`src/rtl/fifo_pkg.sv`:
```
// Shared defaults and helpers for the synchronous FIFO family.
package fifo_pkg;

  localparam int unsigned FifoDataWidth = 32;
  localparam int unsigned FifoDepth     = 8;
  localparam int unsigned FifoAeLevel   = 2;
  localparam int unsigned FifoAfLevel   = 6;

  // Ceiling log2; returns 0 for n <= 1.
  function automatic int unsigned clog2(input int unsigned n);
    int unsigned r;
    r = 0;
    for (int unsigned i = 0; i < 32; i++) begin
      if ((64'd1 << i) < 64'(n)) r = i + 1;
    end
    return r;
  endfunction

endpackage

```
`src/rtl/sync_fifo_mem.sv`:
```
// Storage array for the synchronous FIFO: one synchronous write port, one asynchronous read port.
module sync_fifo_mem #(
  parameter int unsigned DATA_WIDTH = 32,
  parameter int unsigned DEPTH      = 8,
  parameter int unsigned ADDR_WIDTH = 3
) (
  input  logic                  clk,
  input  logic                  we,
  input  logic [ADDR_WIDTH-1:0] waddr,
  input  logic [DATA_WIDTH-1:0] wdata,
  input  logic [ADDR_WIDTH-1:0] raddr,
  output logic [DATA_WIDTH-1:0] rdata
);

  logic [DATA_WIDTH-1:0] mem [DEPTH];

  // Contents are deliberately left unreset; the pointers and count define validity.
  always_ff @(posedge clk) begin
    if (we) mem[waddr] <= wdata;
  end

  assign rdata = mem[raddr];

endmodule

```
`src/rtl/sync_fifo_flags.sv`:
```
// Single-clock FIFO with occupancy count, level flags, sticky error flags and optional
// first-word-fall-through read.
module sync_fifo_flags
  import fifo_pkg::*;
#(
  parameter int unsigned DATA_WIDTH = FifoDataWidth,
  parameter int unsigned DEPTH      = FifoDepth,
  parameter int unsigned PTR_WIDTH  = 3,
  parameter int unsigned AE_LEVEL   = FifoAeLevel,
  parameter int unsigned AF_LEVEL   = FifoAfLevel,
  parameter bit          FWFT       = 1'b0
) (
  input  logic                  clk,
  input  logic                  rst,
  input  logic                  wrt,
  input  logic                  read,
  input  logic [DATA_WIDTH-1:0] data_in,
  input  logic                  clr_err,
  output logic [DATA_WIDTH-1:0] data_out,
  output logic [PTR_WIDTH:0]    count,
  output logic                  full,
  output logic                  almost_full,
  output logic                  half_full,
  output logic                  almost_empty,
  output logic                  empty,
  output logic                  overflow,
  output logic                  underflow
);

  if (PTR_WIDTH != clog2(DEPTH) || DEPTH < 4 || (DEPTH & (DEPTH - 1)) != 0) begin : g_bad_depth
    $error("sync_fifo_flags: DEPTH must be a power of 2 >= 4 and PTR_WIDTH == log2(DEPTH)");
  end
  if (AE_LEVEL == 0 || AE_LEVEL >= AF_LEVEL || AF_LEVEL >= DEPTH) begin : g_bad_levels
    $error("sync_fifo_flags: require 0 < AE_LEVEL < AF_LEVEL < DEPTH");
  end

  localparam int unsigned CntWidth = PTR_WIDTH + 1;
  localparam logic [CntWidth-1:0] CntFull = CntWidth'(DEPTH);
  localparam logic [CntWidth-1:0] CntHalf = CntWidth'(DEPTH / 2);
  localparam logic [CntWidth-1:0] CntAf   = CntWidth'(AF_LEVEL);
  localparam logic [CntWidth-1:0] CntAe   = CntWidth'(AE_LEVEL);
  localparam logic [CntWidth-1:0] CntOne  = CntWidth'(1);
  localparam logic [PTR_WIDTH-1:0] PtrOne = PTR_WIDTH'(1);

  logic [PTR_WIDTH-1:0]  wr_ptr_q, wr_ptr_d;
  logic [PTR_WIDTH-1:0]  rd_ptr_q, rd_ptr_d;
  logic [CntWidth-1:0]   count_q, count_d;
  logic                  overflow_q, overflow_d;
  logic                  underflow_q, underflow_d;
  logic                  wr_acc, rd_acc;
  logic [DATA_WIDTH-1:0] mem_rdata;

  // Flags are pure decodes of the count register.
  always_comb begin
    full         = (count_q == CntFull);
    almost_full  = (count_q >= CntAf);
    half_full    = (count_q >= CntHalf);
    almost_empty = (count_q <= CntAe);
    empty        = (count_q == '0);
  end

  assign wr_acc = wrt & ~full;
  assign rd_acc = read & ~empty;

  always_comb begin
    wr_ptr_d    = wr_ptr_q;
    rd_ptr_d    = rd_ptr_q;
    count_d     = count_q;
    overflow_d  = overflow_q;
    underflow_d = underflow_q;

    if (wr_acc) wr_ptr_d = wr_ptr_q + PtrOne;
    if (rd_acc) rd_ptr_d = rd_ptr_q + PtrOne;

    unique case ({wr_acc, rd_acc})
      2'b10:   count_d = count_q + CntOne;
      2'b01:   count_d = count_q - CntOne;
      default: count_d = count_q;
    endcase

    // A rejected request in the same cycle as clr_err keeps the error set.
    if (clr_err) begin
      overflow_d  = 1'b0;
      underflow_d = 1'b0;
    end
    if (wrt && full)  overflow_d  = 1'b1;
    if (read && empty) underflow_d = 1'b1;
  end

  always_ff @(posedge clk or negedge rst) begin
    if (!rst) begin
      wr_ptr_q    <= '0;
      rd_ptr_q    <= '0;
      count_q     <= '0;
      overflow_q  <= 1'b0;
      underflow_q <= 1'b0;
    end else begin
      wr_ptr_q    <= wr_ptr_d;
      rd_ptr_q    <= rd_ptr_d;
      count_q     <= count_d;
      overflow_q  <= overflow_d;
      underflow_q <= underflow_d;
    end
  end

  sync_fifo_mem #(
    .DATA_WIDTH (DATA_WIDTH),
    .DEPTH      (DEPTH),
    .ADDR_WIDTH (PTR_WIDTH)
  ) u_mem (
    .clk   (clk),
    .we    (wr_acc),
    .waddr (wr_ptr_q),
    .wdata (data_in),
    .raddr (rd_ptr_q),
    .rdata (mem_rdata)
  );

  if (FWFT) begin : g_fwft
    assign data_out = mem_rdata;
  end else begin : g_reg_read
    logic [DATA_WIDTH-1:0] data_out_q;

    always_ff @(posedge clk or negedge rst) begin
      if (!rst) begin
        data_out_q <= '0;
      end else if (rd_acc) begin
        data_out_q <= mem_rdata;
      end
    end

    assign data_out = data_out_q;
  end

  assign count     = count_q;
  assign overflow  = overflow_q;
  assign underflow = underflow_q;

endmodule
```
`config.mk`:
```
export PLATFORM = sky130hd
export DESIGN_NAME = sync_fifo_flags
export DESIGN_NICKNAME = d
export VERILOG_FILES = /design/src/rtl/fifo_pkg.sv /design/src/rtl/sync_fifo_mem.sv /design/src/rtl/sync_fifo_flags.sv
export SDC_FILE = /design/constraint.sdc
export NUM_CORES = 1
export LEC_CHECK = 0
export ABC_AREA = 0
export CAP_MARGIN = 10
export CORE_MARGIN = 2
export CORE_UTILIZATION = 55
export DETAILED_ROUTE_END_ITERATION = 8
export PLACE_DENSITY = 0.71
export SETUP_SLACK_MARGIN = 0.05
export SLEW_MARGIN = 20
export SYNTH_ARGS = -nofsm -noshare
export SYNTH_HDL_FRONTEND = slang
export SYNTH_SLANG_ARGS = --single-unit
```
`constraint.sdc`:
```
create_clock -name clk -period 9.7 [get_ports clk]
set_clock_uncertainty 0.2 [all_clocks]
set_input_delay 1.455 -clock clk [delete_from_list [all_inputs] [get_ports clk]]
set_output_delay 1.455 -clock clk [all_outputs]
set_load 0.05 [all_outputs]
```
==> impl_metrics.env, run 1 <==
export IMPL_status="finished clean"
export IMPL_num_vias=5956
export IMPL_synth_area_um2=11600
export IMPL_synth_top_cell_area_share_pct=66.2
export IMPL_diodes=0
export IMPL_seq_area_frac_synth_pct=75.6
export IMPL_wl_met2_um=11300
export IMPL_maxCapViolCount=0
export IMPL_drive_above_1_share_pct=17.7
export IMPL_cts_tree="done"
export IMPL_core_um2=20900
export IMPL_portBuffers=79
export IMPL_die_y_um=149
export IMPL_cp_arrival_ns=2.32
export IMPL_synth_cell_types=36
export IMPL_worstSkewPairLatency_ns=0.54
export IMPL_grt_max_degree=68
export IMPL_wl_met1_um=9560
export IMPL_rsz0062_at_grt="no"
export IMPL_synth_ff_type="edfxtp_1"
export IMPL_yosys_top_cells_area="edfxtp_1 (66%), dfrtp_1 (9.5%), mux2_2 (6.3%)"
export IMPL_worst_setup_path_end_kind="output pin"
export IMPL_gp_congestion=0.732
export IMPL_overflow=0
export IMPL_r2r_start="count[1]"
export IMPL_post_route_min_period_ns=3.98
export IMPL_grt_pass1_wl_um=34600
export IMPL_r2r_end="count[2]"
export IMPL_ir_worst_vdd_mv=0.178
export IMPL_fp_dieW_um=149
export IMPL_grt_use_total_pct=20.4
export IMPL_worstPathMaxFanout=9
export IMPL_htree_levels=1
export IMPL_start_kind="flip-flop"
export IMPL_holdBufCountCts=0
export IMPL_reg2reg_slack_ns=6.42
export IMPL_fillers=1464
export IMPL_seqCellArea_um2=8790
export IMPL_grt_pass1_vias=6314
export IMPL_syn_area_per_cell_um2=17.7
export IMPL_power_leakage_uw=0.00474
export IMPL_synth_seq_cells=300
export IMPL_first_iter_violations=385
export IMPL_drc=0
export IMPL_drtPass1Iterations=5
export IMPL_worst_pin_slew_ns=1.06
export IMPL_crit_type="reg2out"
export IMPL_cts_resized=0
export IMPL_async_flop_share_pct=14.7
export IMPL_hold_path_depth=2
export IMPL_min_to="data_out[11]"
export IMPL_final_nets=787
export IMPL_synthesis_nets=699
export IMPL_slew_headroom_pct=29.3
export IMPL_hold_class="reg2reg"
export IMPL_hpwlAfterDp_um=12200
export IMPL_setup_violations=0
export IMPL_dr_wl_met3_um=796
export IMPL_synth_top_area_cell="edfxtp_1"
export IMPL_io_pins=80
export IMPL_post_drt_via_cell_ratio=5.72
export IMPL_die_area_um2=22300
export IMPL_antenna_found_initial=0
export IMPL_wirelength_um=22100
export IMPL_syn_inst=657
export IMPL_root_buffer="clkbuf_16"
export IMPL_finalSetupTns_ns=0
export IMPL_fmax_mhz=251
export IMPL_routed_top_layer="met4"
export IMPL_fin_util_pct=65.4
export IMPL_ant_nets=0
export IMPL_num_rows=53
export IMPL_cts_inserted_buffers=29
export IMPL_wl_per_cell_um=21.2
export IMPL_syn2layout_area_growth_pct=17.6
export IMPL_hp_start="data_out[11]"
export IMPL_multi_input_area_um2=2640
export IMPL_fin_crit_sh_pct=41.0
export IMPL_cts_clk_slew_worst_paths_ns=0.06
export IMPL_reg2regPathDepth=11
export IMPL_cts_sinks=300
export IMPL_crit_required_ns=8.05
export IMPL_power_density_nw_per_um2=320
export IMPL_cts_buffer_depth=3
export IMPL_finalMaxSlewViolations=0
export IMPL_cts_setup_buffers=0
export IMPL_synth_edff_count=256
export IMPL_hold_viol=0
export IMPL_initial_core_util_pct=55.6
export IMPL_yosysWarnings=0
==> sequential cells by signal (all words and copies together) (netlist names) <==
| register | cells |
|---|---|
| underflow | 1 |
| data_out | 32 |
| overflow | 1 |
| u_mem.mem | 256 |
| wr_ptr_q | 3 |
| count | 4 |
| rd_ptr_q | 3 |
==> power by group <==
group | switching (µW) | internal (µW)
Sequential | 160 | 1660
Combinational | 910 | 572
Clock | 446 | 623
Total | 1520 | 2860
==> worst max-delay path by stage <==
| stage | startpoint | endpoint | slack (ns) | cells after the start |
|---|---|---|---|---|
| after CTS | count[1] | full | 5.70 | 2 |
| final | count[2] | almost_empty | 5.72 | 3 |
| after floorplan | wrt | u_mem.mem[0][0] | 4.97 | 3 |
| after global routing | count[1] | full | 5.60 | 2 |
| after global placement | read | count[2] | 5.56 | 11 |
| after detailed placement | wrt | u_mem.mem[2][21] | 5.46 | 4 |
==> cells by family after synthesis <==
kind of cell	after synthesis	synth area share (%)
DFF	300	75.6
and+or+nand+nor	71	2.90
AOI/OAI and AO/OA	104	6.27
muxes	129	11.8
xor gates and xnor gates	8	0.603
adders and majority gates	5	0.538
buffers and inverters	40	2.24
==> critical path, cell delays in order (launching register included) <==
cell             delay [ns]
dfrtp_1                0.51
or2_2                  0.35
a21oi_1                0.12
clkdlybuf4s50_1        0.82
==> synthesized netlist by cell type, types with 3 or more instances <==
| library cell | count |
|---|---|
| edfxtp_1 | 256 |
| mux2_2 | 65 |
| mux2i_1 | 64 |
| nand2_1 | 46 |
| dfrtp_1 | 44 |
| o21ai_1 | 32 |
| a22oi_1 | 24 |
| o221ai_1 | 24 |
| buf_6 | 10 |
| clkbuf_1 | 10 |
| a221o_1 | 8 |
| buf_2 | 8 |
| nor2_1 | 8 |
| o22ai_1 | 8 |
| buf_4 | 6 |
| ha_1 | 5 |
| nand2b_1 | 5 |
| xnor2_1 | 4 |
| xor2_1 | 4 |
| a21oi_1 | 3 |
| inv_1 | 3 |
==> metrics by stage <==
stage / cell area (µm²) / instances / total power [µW] / hold WS (ns) / setup slack [ns]
floorplan: 11600 / 657 / 2880 / 0.287 / 4.97
global placement: 12700 / 985 / 3270 / 0.270 / 5.56
detailed placement: 12700 / 985 / 3320 / 0.275 / 5.46
CTS: 13600 / 1038 / 4390 / 0.288 / 5.70
global route: 13700 / 1042 / 4570 / 0.310 / 5.60
finish: 13700 / 1042 / 4370 / 0.285 / 5.72
==> placed cells by master (no fill, tap or decap), types with 5 or more instances in the layout <==
cell and n:
o221ai_1 24, a22oi_1 24, clkbuf_1 7, nand2_1 46, mux2_2 65, clkbuf_16 29
mux2i_1 64, buf_4 10, nand2b_1 5, clkinv_1 7, edfxtp_1 256, ha_1 5
o21ai_1 32, nor2_4 7, o22ai_1 8, dfrtp_1 43, a221o_1 8, clkdlybuf4s50_1 78
==> routing by layer <==
| layer | global-route usage (%) | vias to the layer above |
|---|---|---|
| li1 | - | 2757 |
| met1 | 26.8 | 3038 |
| met2 | 35.5 | 124 |
| met3 | 3.12 | 37 |
| met4 | 5.71 | 0 |
| met5 | 0 | - |
==> final cells by class <==
| cell class | count | share of cell area [%] |
|---|---|---|
| repair buffers | 93 | 7.05 |
| multi-input cells | 317 | 19.3 |
| inverters | 4 | 0.110 |
| flip-flops and latches | 300 | 64.3 |
| clock inverters | 14 | 0.879 |
| clock buffers | 39 | 5.80 |
| well taps | 275 | 2.52 |
Power figures use the tool's default switching activity.
==> run 2: changes to the inputs <==
==> constraint.sdc (replaced) <==
create_clock -name clk -period 3.72 [get_ports clk]
set_clock_uncertainty 0.2 [all_clocks]
set_input_delay 0.558 -clock clk [delete_from_list [all_inputs] [get_ports clk]]
set_output_delay 0.558 -clock clk [all_outputs]
set_load 0.05 [all_outputs]
==> run 2 against run 1 <==
Sequential power increased to 2.6 times the previous value. Clock power grew to 2.6 times the previous value. Hold slack worse by 0.0060 ns. Largest cell class unchanged. Largest power group unchanged.
==> impl_metrics.env, run 2 (synthesized netlist as in run 1, its figures left out) <==
export IMPL_slew_headroom_pct=32.9
export IMPL_num_rows=53
export IMPL_htree_levels=1
export IMPL_root_buffer="clkbuf_16"
export IMPL_crit_required_ns=2.96
export IMPL_drc=0
export IMPL_maxCapViolCount=0
export IMPL_power_leakage_uw=0.00476
export IMPL_hpwlAfterDp_um=13100
export IMPL_grt_use_total_pct=19.8
export IMPL_crit_type="reg2out"
export IMPL_die_area_um2=22300
export IMPL_grt_pass1_vias=6283
export IMPL_rsz0062_at_grt="no"
export IMPL_core_um2=20900
export IMPL_cts_inserted_buffers=29
export IMPL_seqCellArea_um2=8790
export IMPL_drive_above_1_share_pct=18.5
export IMPL_r2r_end="u_mem.mem[3][1]"
export IMPL_fin_util_pct=65.6
export IMPL_post_drt_via_cell_ratio=5.70
export IMPL_num_vias=5946
export IMPL_worst_pin_slew_ns=1.00
export IMPL_wl_per_cell_um=20.5
export IMPL_ir_worst_vdd_mv=0.526
export IMPL_status="finished clean"
export IMPL_cts_resized=0
export IMPL_final_cell_mix="edfxtp_1 (256), clkdlybuf4s50_1 (78), mux2_2 (65)"
export IMPL_hold_viol=0
export IMPL_overflow=0
export IMPL_multi_input_area_um2=2660
export IMPL_ant_nets=0
export IMPL_finalMaxSlewViolations=0
export IMPL_io_pins=80
export IMPL_regMostFlops="u_mem.mem"
export IMPL_setup_violations=0
export IMPL_fillers=1419
export IMPL_cp_arrival_ns=2.36
export IMPL_start_kind="flip-flop"
export IMPL_portBuffers=79
export IMPL_cts_sinks=300
export IMPL_reg2reg_slack_ns=0.91
export IMPL_cts_buffer_depth=3
export IMPL_crit_path_end="full"
export IMPL_fmax_mhz=321
export IMPL_final_nets=789
export IMPL_drtPass1Iterations=5
export IMPL_fin_crit_sh_pct=83.9
export IMPL_syn2layout_area_growth_pct=17.9
export IMPL_fp_dieW_um=149
export IMPL_cts_tree="done"
export IMPL_worstPathMaxFanout=10
export IMPL_worstSetupStartpoint="count[1]"
export IMPL_r2r_start="count[1]"
export IMPL_finalSetupTns_ns=0
export IMPL_gp_congestion=0.750
export IMPL_hold_class="reg2reg"
export IMPL_first_iter_violations=345
export IMPL_power_density_nw_per_um2=830
export IMPL_worst_setup_path_end_kind="output pin"
export IMPL_initial_core_util_pct=55.6
export IMPL_holdBufCountCts=1
export IMPL_cts_clk_slew_worst_paths_ns=0.06
export IMPL_die_y_um=149
export IMPL_worstSkewPairLatency_ns=0.53
export IMPL_grt_pass1_wl_um=33900
export IMPL_antenna_found_initial=0
export IMPL_reg2regPathDepth=5
export IMPL_diodes=0
export IMPL_grt_max_degree=67
export IMPL_layout_cells_most_common="edfxtp_1"
export IMPL_largest_reg_flops=256
export IMPL_wirelength_um=21400
export IMPL_post_route_min_period_ns=3.12
export IMPL_cts_setup_buffers=0
## run 2: changes by cell type in the layout (fill, tap and decap cells not counted), sizes merged
cell and change:
bufinv -1, clkinv -1, buf +1, dlygate4sd3 +1, clkinvlp -1, clkbuf +4, inv -1
## run 2: power by group
group          internal (µW)  switching [µW]  total [µW]
combinational           1490            2390        3880
sequential              4330             369        4700
clock                   1640            1140        2780
## run 2: per-stage QoR
stage / cell area [µm²] / setup slack [ns] / std cells / power (µW) / hold slack [ns]
floorplan: 11600 / 0.143 / 657 / 7500 / 0.0624
global placement: 12800 / 0.640 / 990 / 8580 / 0.269
detailed placement: 12800 / 0.589 / 990 / 8700 / 0.274
CTS: 13700 / 0.594 / 1044 / 11500 / 0.287
global route: 13700 / 0.522 / 1044 / 11900 / 0.311
finish: 13700 / 0.600 / 1044 / 11400 / 0.279
## run 2: how the worst min path moves through the flow
| stage | start | end | slack (ns) | cells after the start |
|---|---|---|---|---|
| 4_1_cts | data_out[23] | data_out[23] | 0.29 | 2 |
| 3_5_place_dp | data_out[23] | data_out[23] | 0.27 | 2 |
| 3_3_place_gp | data_out[24] | data_out[24] | 0.27 | 2 |
| 6_report | data_out[23] | data_out[23] | 0.28 | 2 |
| 5_1_grt | data_out[27] | data_out[27] | 0.31 | 2 |
| 2_1_floorplan | rst | count[0] | 0.06 | 0 |
## run 2: layer usage
| metal | GRT usage (%) | routed length [µm] | up-vias |
|---|---|---|---|
| met5 | 0 | 0 | - |
| met4 | 5.33 | 510 | 0 |
| met3 | 3.06 | 824 | 43 |
| met2 | 34.4 | 10900 | 126 |
| met1 | 26.2 | 9170 | 3027 |
| li1 | - | - | 2750 |
## run 2: final cells by class
class	count	share of cell area (%)
clock inverter	10	0.566
clock buffer	43	6.19
multi-input combinational	317	19.4
tap	275	2.51
sequential	300	64.2
inverter	4	0.110
timing repair buffer	95	7.09
## run 2: critical path: stages (launching register included)
cell             delay [ns]
dfrtp_1                0.52
nor4b_2                0.44
clkdlybuf4s50_1        0.87
